**config.mk**
```make
export PLATFORM = sky130hd
export DESIGN_NAME = shift_pipe
export DESIGN_NICKNAME = d
export VERILOG_FILES = /design/src/rtl/shift_pipe.sv
export SDC_FILE = /design/constraint.sdc
export NUM_CORES = 1
export LEC_CHECK = 0
export CAP_MARGIN = 20
export CORE_AREA = 2 2 147 149
export CTS_CLUSTER_SIZE = 20
export DETAILED_ROUTE_END_ITERATION = 6
export DIE_AREA = 0 0 149 151
export PLACE_DENSITY = 0.71
export SYNTH_ARGS = -nofsm -noshare
export SYNTH_HDL_FRONTEND = slang
export SYNTH_SLANG_ARGS = --single-unit
```
**constraint.sdc**
```tcl
create_clock -name clk -period 1.8 [get_ports clk]
set_clock_uncertainty 0.05 [all_clocks]
set_input_delay 0.18 -clock clk [delete_from_list [all_inputs] [get_ports clk]]
set_output_delay 0.18 -clock clk [all_outputs]
set_load 0.1 [all_outputs]
```
**src/rtl/shift_pipe.sv**
```systemverilog
// Pipelined log-shifter (SLL/SRL/SRA, optional ROR) with one register per level and a global stall.
// Define SHIFT_PIPE_ROTATE_EN to build the rotate path; otherwise mode 10 returns zero.
module shift_pipe #(
    parameter int WIDTH = 32,
    parameter int TAG_W = 4,
    localparam int SHAMT_W = $clog2(WIDTH)
) (
    input  logic               clk,
    input  logic               reset,
    input  logic               in_valid,
    output logic               in_ready,
    input  logic [SHAMT_W-1:0] in_shamt,
    input  logic [WIDTH-1:0]   in_b,
    input  logic [1:0]         in_mode,
    input  logic [TAG_W-1:0]   in_tag,
    output logic               out_valid,
    input  logic               out_ready,
    output logic [WIDTH-1:0]   out_s,
    output logic [TAG_W-1:0]   out_tag
);

    logic stall;
    logic advance;

    assign stall    = out_valid && !out_ready;
    assign advance  = !stall;
    assign in_ready = !stall;

    genvar gi;
    generate
        for (gi = 0; gi < SHAMT_W; gi++) begin : lvl
            localparam int AMT   = 1 << gi;
            localparam int REM_W = SHAMT_W - gi;

            logic             src_valid;
            logic [1:0]       src_mode;
            logic             src_sign;
            logic [REM_W-1:0] src_rem;
            logic [WIDTH-1:0] src_data;
            logic [TAG_W-1:0] src_tag;
            logic [WIDTH-1:0] shifted;
            logic [WIDTH-1:0] level_data;

            logic             valid_reg;
            logic [WIDTH-1:0] data_reg;
            logic [TAG_W-1:0] tag_reg;

            if (gi == 0) begin : g_src
                assign src_valid = in_valid;
                assign src_mode  = in_mode;
                assign src_sign  = in_b[WIDTH-1];
                assign src_rem   = in_shamt;
                assign src_data  = in_b;
                assign src_tag   = in_tag;
            end else begin : g_src
                assign src_valid = lvl[gi-1].valid_reg;
                assign src_mode  = lvl[gi-1].g_ctl.mode_reg;
                assign src_sign  = lvl[gi-1].g_ctl.sign_reg;
                assign src_rem   = lvl[gi-1].g_ctl.rem_reg;
                assign src_data  = lvl[gi-1].data_reg;
                assign src_tag   = lvl[gi-1].tag_reg;
            end

            always_comb begin
                case (src_mode)
                    2'b00:   shifted = src_data << AMT;
                    2'b01:   shifted = src_data >> AMT;
                    2'b11:   shifted = {{AMT{src_sign}}, src_data[WIDTH-1:AMT]};
`ifdef SHIFT_PIPE_ROTATE_EN
                    default: shifted = {src_data[AMT-1:0], src_data[WIDTH-1:AMT]};
`else
                    default: shifted = '0;
`endif
                endcase
            end

            always_comb begin
                level_data = src_rem[0] ? shifted : src_data;
`ifndef SHIFT_PIPE_ROTATE_EN
                // Unsupported mode yields zero even when this level does not shift.
                if (src_mode == 2'b10) level_data = '0;
`endif
            end

            always_ff @(posedge clk) begin
                if (reset) begin
                    valid_reg <= 1'b0;
                    data_reg  <= '0;
                    tag_reg   <= '0;
                end else if (advance) begin
                    valid_reg <= src_valid;
                    data_reg  <= level_data;
                    tag_reg   <= src_tag;
                end
            end

            // Control only travels as far as a later level still needs it.
            if (gi < SHAMT_W - 1) begin : g_ctl
                logic [1:0]       mode_reg;
                logic             sign_reg;
                logic [REM_W-2:0] rem_reg;

                always_ff @(posedge clk) begin
                    if (reset) begin
                        mode_reg <= '0;
                        sign_reg <= 1'b0;
                        rem_reg  <= '0;
                    end else if (advance) begin
                        mode_reg <= src_mode;
                        sign_reg <= src_sign;
                        rem_reg  <= src_rem[REM_W-1:1];
                    end
                end
            end
        end
    endgenerate

    assign out_valid = lvl[SHAMT_W-1].valid_reg;
    assign out_s     = lvl[SHAMT_W-1].data_reg;
    assign out_tag   = lvl[SHAMT_W-1].tag_reg;

endmodule

```
==> results of run 1 <==
-- synthesized netlist by cell type, types with 2 or more instances --
master,count
o311a_1,8
nand2b_1,5
a22oi_1,23
a21oi_1,52
a221oi_1,80
nor2_1,117
a32o_1,16
o311ai_0,16
a22o_1,2
a211oi_1,24
o31ai_1,112
clkinv_1,2
inv_1,28
nand2_1,268
nor2_2,2
and3_1,9
and2_1,2
clkbuf_1,61
o21ai_0,32
buf_1,6
buf_2,40
nand3_1,9
dfxtp_1,207
buf_6,3
-- layout by cell type (no fill, tap or decap), drive strengths merged, types with 3 or more instances in the layout --
cell type        n
a221oi          80
o31ai          112
clkinv           3
a32o            16
o311a            8
o311ai          16
a21oi           52
clkdlybuf4s50   45
inv             30
nand2          268
a211oi          24
clkbuf          35
nand2b           5
o21ai           32
buf             81
a22oi           23
nand3            9
and3             9
dfxtp          207
nor2           119
-- where the power goes --
part / leakage, nW / internal (mW) / total, mW / switching, mW
Sequential: 1.69 / 4.80 / 5.01 / 0.211
Combinational: 1.89 / 0.423 / 1.08 / 0.654
Clock: 0.356 / 2.73 / 4.52 / 1.79
-- layer usage --
metal	vias to the layer above	part of all wire (%)
met5	-	0
met4	0	1.8
met3	32	4.9
met2	249	46
met1	3906	47
li1	4183	-
-- logic make-up (layout without fill, tap and decap cells) --
| family | count (synthesis) | after routing | synth area share (%) |
|---|---|---|---|
| AND/OR/NAND/NOR | 414 | 414 | 17.8 |
| buffers and inverters | 141 | 196 | 6.61 |
| flip-flops | 207 | 207 | 45.5 |
| AO/OA/AOI/OAI | 367 | 367 | 30.0 |
-- timing repair --
| item | CTS | global route |
|---|---|---|
| resized for setup | 3 | 1 |
| hold buffers | 1 | 0 |
| endpoints found under the setup margin | 1 | 16 |
| hold endpoints to repair | 2 | 0 |
-- worst min-delay path, stage by stage --
cell and delay [ps]:
clkdlybuf4s50_1 390, nand2_1 50, a21oi_1 50
-- stage by stage --
step	area (µm²)	worst slack, ps
2_1_floorplan	9110	126
3_3_place_gp	10200	41.9
3_5_place_dp	10200	18.5
4_1_cts	11000	60.1
5_1_grt	11000	11.1
6_report	11000	79.6
-- final timing paths --
check	to	depth (start not counted)
hold reg to reg	out_tag[0]	2
setup / recovery	in_ready	4
setup reg to reg	lvl[2].data_reg[17]	3
hold / removal	lvl[0].g_ctl.rem_reg[0]	3
-- layout make-up --
| type | instances | area (µm²) | share of cell area [%] |
|---|---|---|---|
| well taps | 275 | 344 | 3.14 |
| multi-input cells | 781 | 4370 | 39.9 |
| clock buffers | 35 | 681 | 6.21 |
| repair buffers | 127 | 1250 | 11.4 |
| clock inverters | 3 | 43.8 | 0.400 |
| inverters | 31 | 119 | 1.09 |
| flip-flops and latches | 207 | 4150 | 37.9 |
==> impl_results.md, run 1 <==
- Routed Antenna Nets: 0
- Initial core utilization: 43.7%
- Post-synth top area share: 45.5%
- Setup-failing EPs final: 0
- Total track usage: 20.1%
- Worst EP arrival: 1490 ps
- Final core occ: 52.6%
- CTS buffer count: 23
- Rel. slew slack: 36.0%
- GP Congestion: 0.843
- Buffers on Ports: 84
- Top Usage Layer GRT: met2
- Syn-to-layout area delta: 20.3%
- Rows: 53
- Lkg Pwr: 3.94 nW
- Power per Cell Area: 968 nW/µm²
- Sequential element share of the synthesized area: 45.5%
- Number of synthesized flops with an enable pin: 0
- Fin Setup TNS: 0 ps
- Setup bufs post-CTS: 0
- Clk sink count: 207
- Area leader, netlist: dfxtp_1
- Final Max Tran Viols: 0
- RSZ-0062 raised after global routing: false
- Min-delay worst type: primary input to register
- Synthesized instance count: 1129
- Critical Path Max Stage Delay: 350 ps
- Hold Path Origin: in_shamt[1]
- First-pass detailed-route iteration total: 5
- First-pass GRT wire length: 38100 µm
- # diodes: 0
- Max Fclk: 0.581 GHz
- Max FFs per register: 128
- M2 GR Usage: 32.9%
- Max Root-Sink Buffers: 3
- Pin count of the biggest net entering global routing: 54
- Startpoint types: register
- Maximum vdd drop: 0.000590 V
- FILL cells: 1931
- Max cap viols: 0
- Top_reg_cell synth: dfxtp_1
- Final WL: 23000 µm
- Total global routing overflow: 0
- Die area: 22500 µm²
- TritonCTS clock tree: done
- Root buf cell: clkbuf_16
- DIE WIDTH: 149 µm
- Critical path endpoint category: output pin
- Largest delay share family, worst path: buffers and inverters
- Ys Warns: 0
- Vias in the first global route: 7481
- Via/cell ratio: 5.74
- H-tree depth: 1
- HPWL after DPL: 15600 µm
- Slowest CP cell: dfxtp_4
- Fin. Hold Viols: 0
- Period minus WS final: 1720 ps
- Vias: 8370
- CP bufs+invs: 3
- Final worst-path cycle share: 95.6%
- Synth async-reset ratio: 0%
- Crit path kind: register to output pin
- Tot Pwr: 10.6 mW
- GR Layer Usage met1: 28.4%
- I/O pin count: 85
- Clk_lat worst skew: 500 ps
- Clock-pin slew on the worst setup and hold paths: 50 ps
- Global Route met3 Usage: 2.68%
- CP Max Fanout: 20
- Syn_area_per_cell: 8.06 µm²
- Routed len/inst: 15.8 µm
- Distinct cells, synth: 29
- R2r setup slk: 90 ps
- Crit-path cells: nor2b_4, inv_4, buf_8, buf_12
- Share of cells above drive strength 1: 10.2%
- Worst Setup SP: out_valid
- Worst EP required: 1570 ps
- Placed cells: 1420
- Worst R2R Start: lvl[1].g_ctl.mode_reg[1]
- Status: finished, final reports clean
- Iter 0 DRT Violations: 726
- Die height: 151 µm
- Yosys reg bits: 207
- Final hold slack: 185 ps
- Syn Nets: 1176
- Worst-Margin Slew: 959 ps
- Initial antenna violation count: 0
- DRC Markers: 0
- Synth top area cells: dfxtp_1 (46%), nand2_1 (11%), o31ai_1 (9.2%)
- Netlist Area Pre-Place: 9100 µm²
- Fin cells: 1459
- Layout Nets: 1218
- Core footprint: 20800 µm²
(Power assumes the default switching activity.)
==> run 2, diff against run 1 <==
--- a/config.mk
+++ b/config.mk
@@ -6,11 +6,13 @@
 export NUM_CORES = 1
 export LEC_CHECK = 0
 export CAP_MARGIN = 20
-export CORE_AREA = 2 2 147 149
+export CELL_PAD_IN_SITES_DETAIL_PLACEMENT = 0
+export CELL_PAD_IN_SITES_GLOBAL_PLACEMENT = 1
+export CORE_AREA = 2 2 177 127
 export CTS_CLUSTER_SIZE = 20
 export DETAILED_ROUTE_END_ITERATION = 6
-export DIE_AREA = 0 0 149 151
-export PLACE_DENSITY = 0.71
+export DIE_AREA = 0 0 179 129
+export PLACE_DENSITY = 0.87
 export SYNTH_ARGS = -nofsm -noshare
 export SYNTH_HDL_FRONTEND = slang
 export SYNTH_SLANG_ARGS = --single-unit
==> impl_results.md, run 2 (synthesized netlist as in run 1, its figures left out) <==
- Core footprint: 21300 µm²
- Fin. Hold Viols: 0
- Largest delay share family, worst path: buffers and inverters
- Syn-to-layout area delta: 21.0%
- Share of cells above drive strength 1: 10.6%
- Pin count of the biggest net entering global routing: 55
- Place WS: 2.94 ps
- Initial core utilization: 42.7%
- Most common cell after layout, fill and taps aside: nand2_1
- Multi-input gate area: 4380 µm²
- Worst EP arrival: 1450 ps
- Die height: 129 µm
- Initial antenna violation count: 0
- I/O pin count: 85
- Power per Cell Area: 949 nW/µm²
- Layout Nets: 1220
- Hold Path Origin: in_tag[0]
- # diodes: 0
- Tot Pwr: 10.4 mW
- DIE WIDTH: 179 µm
- Min-delay worst type: primary input to register
- Worst EP required: 1570 ps
- FILL cells: 1983
- GP Congestion: 0.798
- R2R cell count: 5
- Hold Crit Depth: 3
- Crit-path cells: nor2b_4, inv_4, buf_12, buf_12
- Final worst-path cycle share: 93.2%
- Critical path endpoint category: output pin
- DRC Markers: 0
- Routed Antenna Nets: 0
- Max FFs per register: 128
- Fin Setup TNS: 0 ps
- CTS buffer count: 22
- Vias in the first global route: 7704
- Most frequent cells in the layout: nand2_1 (268), dfxtp_1 (206), nor2_1 (115)
- Register area: 4150 µm²
- Buffers on Ports: 84
- Worst R2R Start: lvl[1].g_ctl.mode_reg[0]
- Worst r2r dst: lvl[2].data_reg[24]
- Hold path endpoint: lvl[0].tag_reg[0]
- CP Max Fanout: 16
- Rel. slew slack: 51.8%
- Vias: 8573
- Startpoint types: register
- Via/cell ratio: 5.83
- TritonCTS clock tree: done
- Die area: 23100 µm²
- Final Max Tran Viols: 0
- RSZ-0062 raised after global routing: false
- Top cell by count, worst path: buf_12
- Rows: 45
- Routed len/inst: 16.8 µm
- HPWL after DPL: 16800 µm
- Total global routing overflow: 0
- Lkg Pwr: 3.96 nW
- First-pass GRT wire length: 40800 µm
- Fin worst setup slack: 123 ps
- H-tree depth: 1
- Final WL: 24700 µm
- R2r setup slk: 190 ps
- Clk_lat worst skew: 510 ps
- Slowest CP cell: dfxtp_4
- Status: finished, final reports clean
- Max cap viols: 0
- Max Root-Sink Buffers: 3
- Period minus WS final: 1680 ps
- Setup-failing EPs final: 0
- Worst-Margin Slew: 722 ps
- Max Fclk: 0.596 GHz
- Iter 0 DRT Violations: 873
- Total track usage: 21.4%
- CP bufs+invs: 3
- Crit path kind: register to output pin
- Maximum vdd drop: 0.000533 V
- Clk sink count: 207
- Critical Path Max Stage Delay: 350 ps
- Root buf cell: clkbuf_16
- First-pass detailed-route iteration total: 6
- Clock-pin slew on the worst setup and hold paths: 60 ps
## run 2: worst max path at each step
stage | start | end | depth (start not counted)
floorplan | out_valid | lvl[1].g_ctl.mode_reg[0] | 5
global placement | out_ready | lvl[0].data_reg[3] | 7
detailed placement | lvl[3].g_ctl.mode_reg[1] | out_s[16] | 3
CTS | out_valid | in_ready | 4
global route | lvl[1].g_ctl.mode_reg[0] | lvl[2].data_reg[5] | 5
finish | out_valid | in_ready | 4
## run 2: cell type report
| cell class | instances | area share (%) |
|---|---|---|
| Clock buffer | 32 | 5.81 |
| Multi-Input combinational cell | 781 | 39.8 |
| Tap cell | 282 | 3.21 |
| Clock inverter | 7 | 0.375 |
| Inverter | 31 | 1.08 |
| Timing Repair Buffer | 130 | 12.1 |
| Sequential cell | 207 | 37.7 |
## run 2: repair_timing
action | in CTS | in global routing
hold buffers | 1 | 0
setup endpoints to repair | 2 | 15
hold endpoints to repair | 7 | 0
resized for setup | 4 | 2
pin swaps | 0 | 0
cloned | 0 | 1
buffers inserted | 0 | 0
## run 2: power breakdown
group	internal, mW	switching, mW	leakage [nW]	total, mW
sequential	4.80	0.224	1.69	5.02
clock	2.47	1.85	0.336	4.32
combinational	0.432	0.666	1.93	1.10
total	7.70	2.74	3.96	10.4
## run 2: layer usage
metal / vias up / routed length [µm] / GRT usage [%]
li1: 4167 / - / -
met1: 4125 / 12000 / 32.8
met2: 252 / 11000 / 31.8
met3: 29 / 1420 / 2.90
met4: 0 / 330 / 4.40
met5: - / 0 / 0
## run 2: per-stage QoR
stage	instance area, µm²	std cells	hold WS [ps]	utilization, %
finish	11000	1470	176	51.6
global route	11000	1470	180	51.6
CTS	11000	1469	160	51.4
detailed placement	10300	1429	392	48.1
global placement	10300	1429	389	48.1
floorplan	9110	1129	270	-
## run 2: worst register-to-register path, stage by stage, from the launching register on
cell and delay [ps]:
dfxtp_1 370, buf_4 360, nand2b_1 170, nand3_1 120
buf_12 200, o31ai_1 260
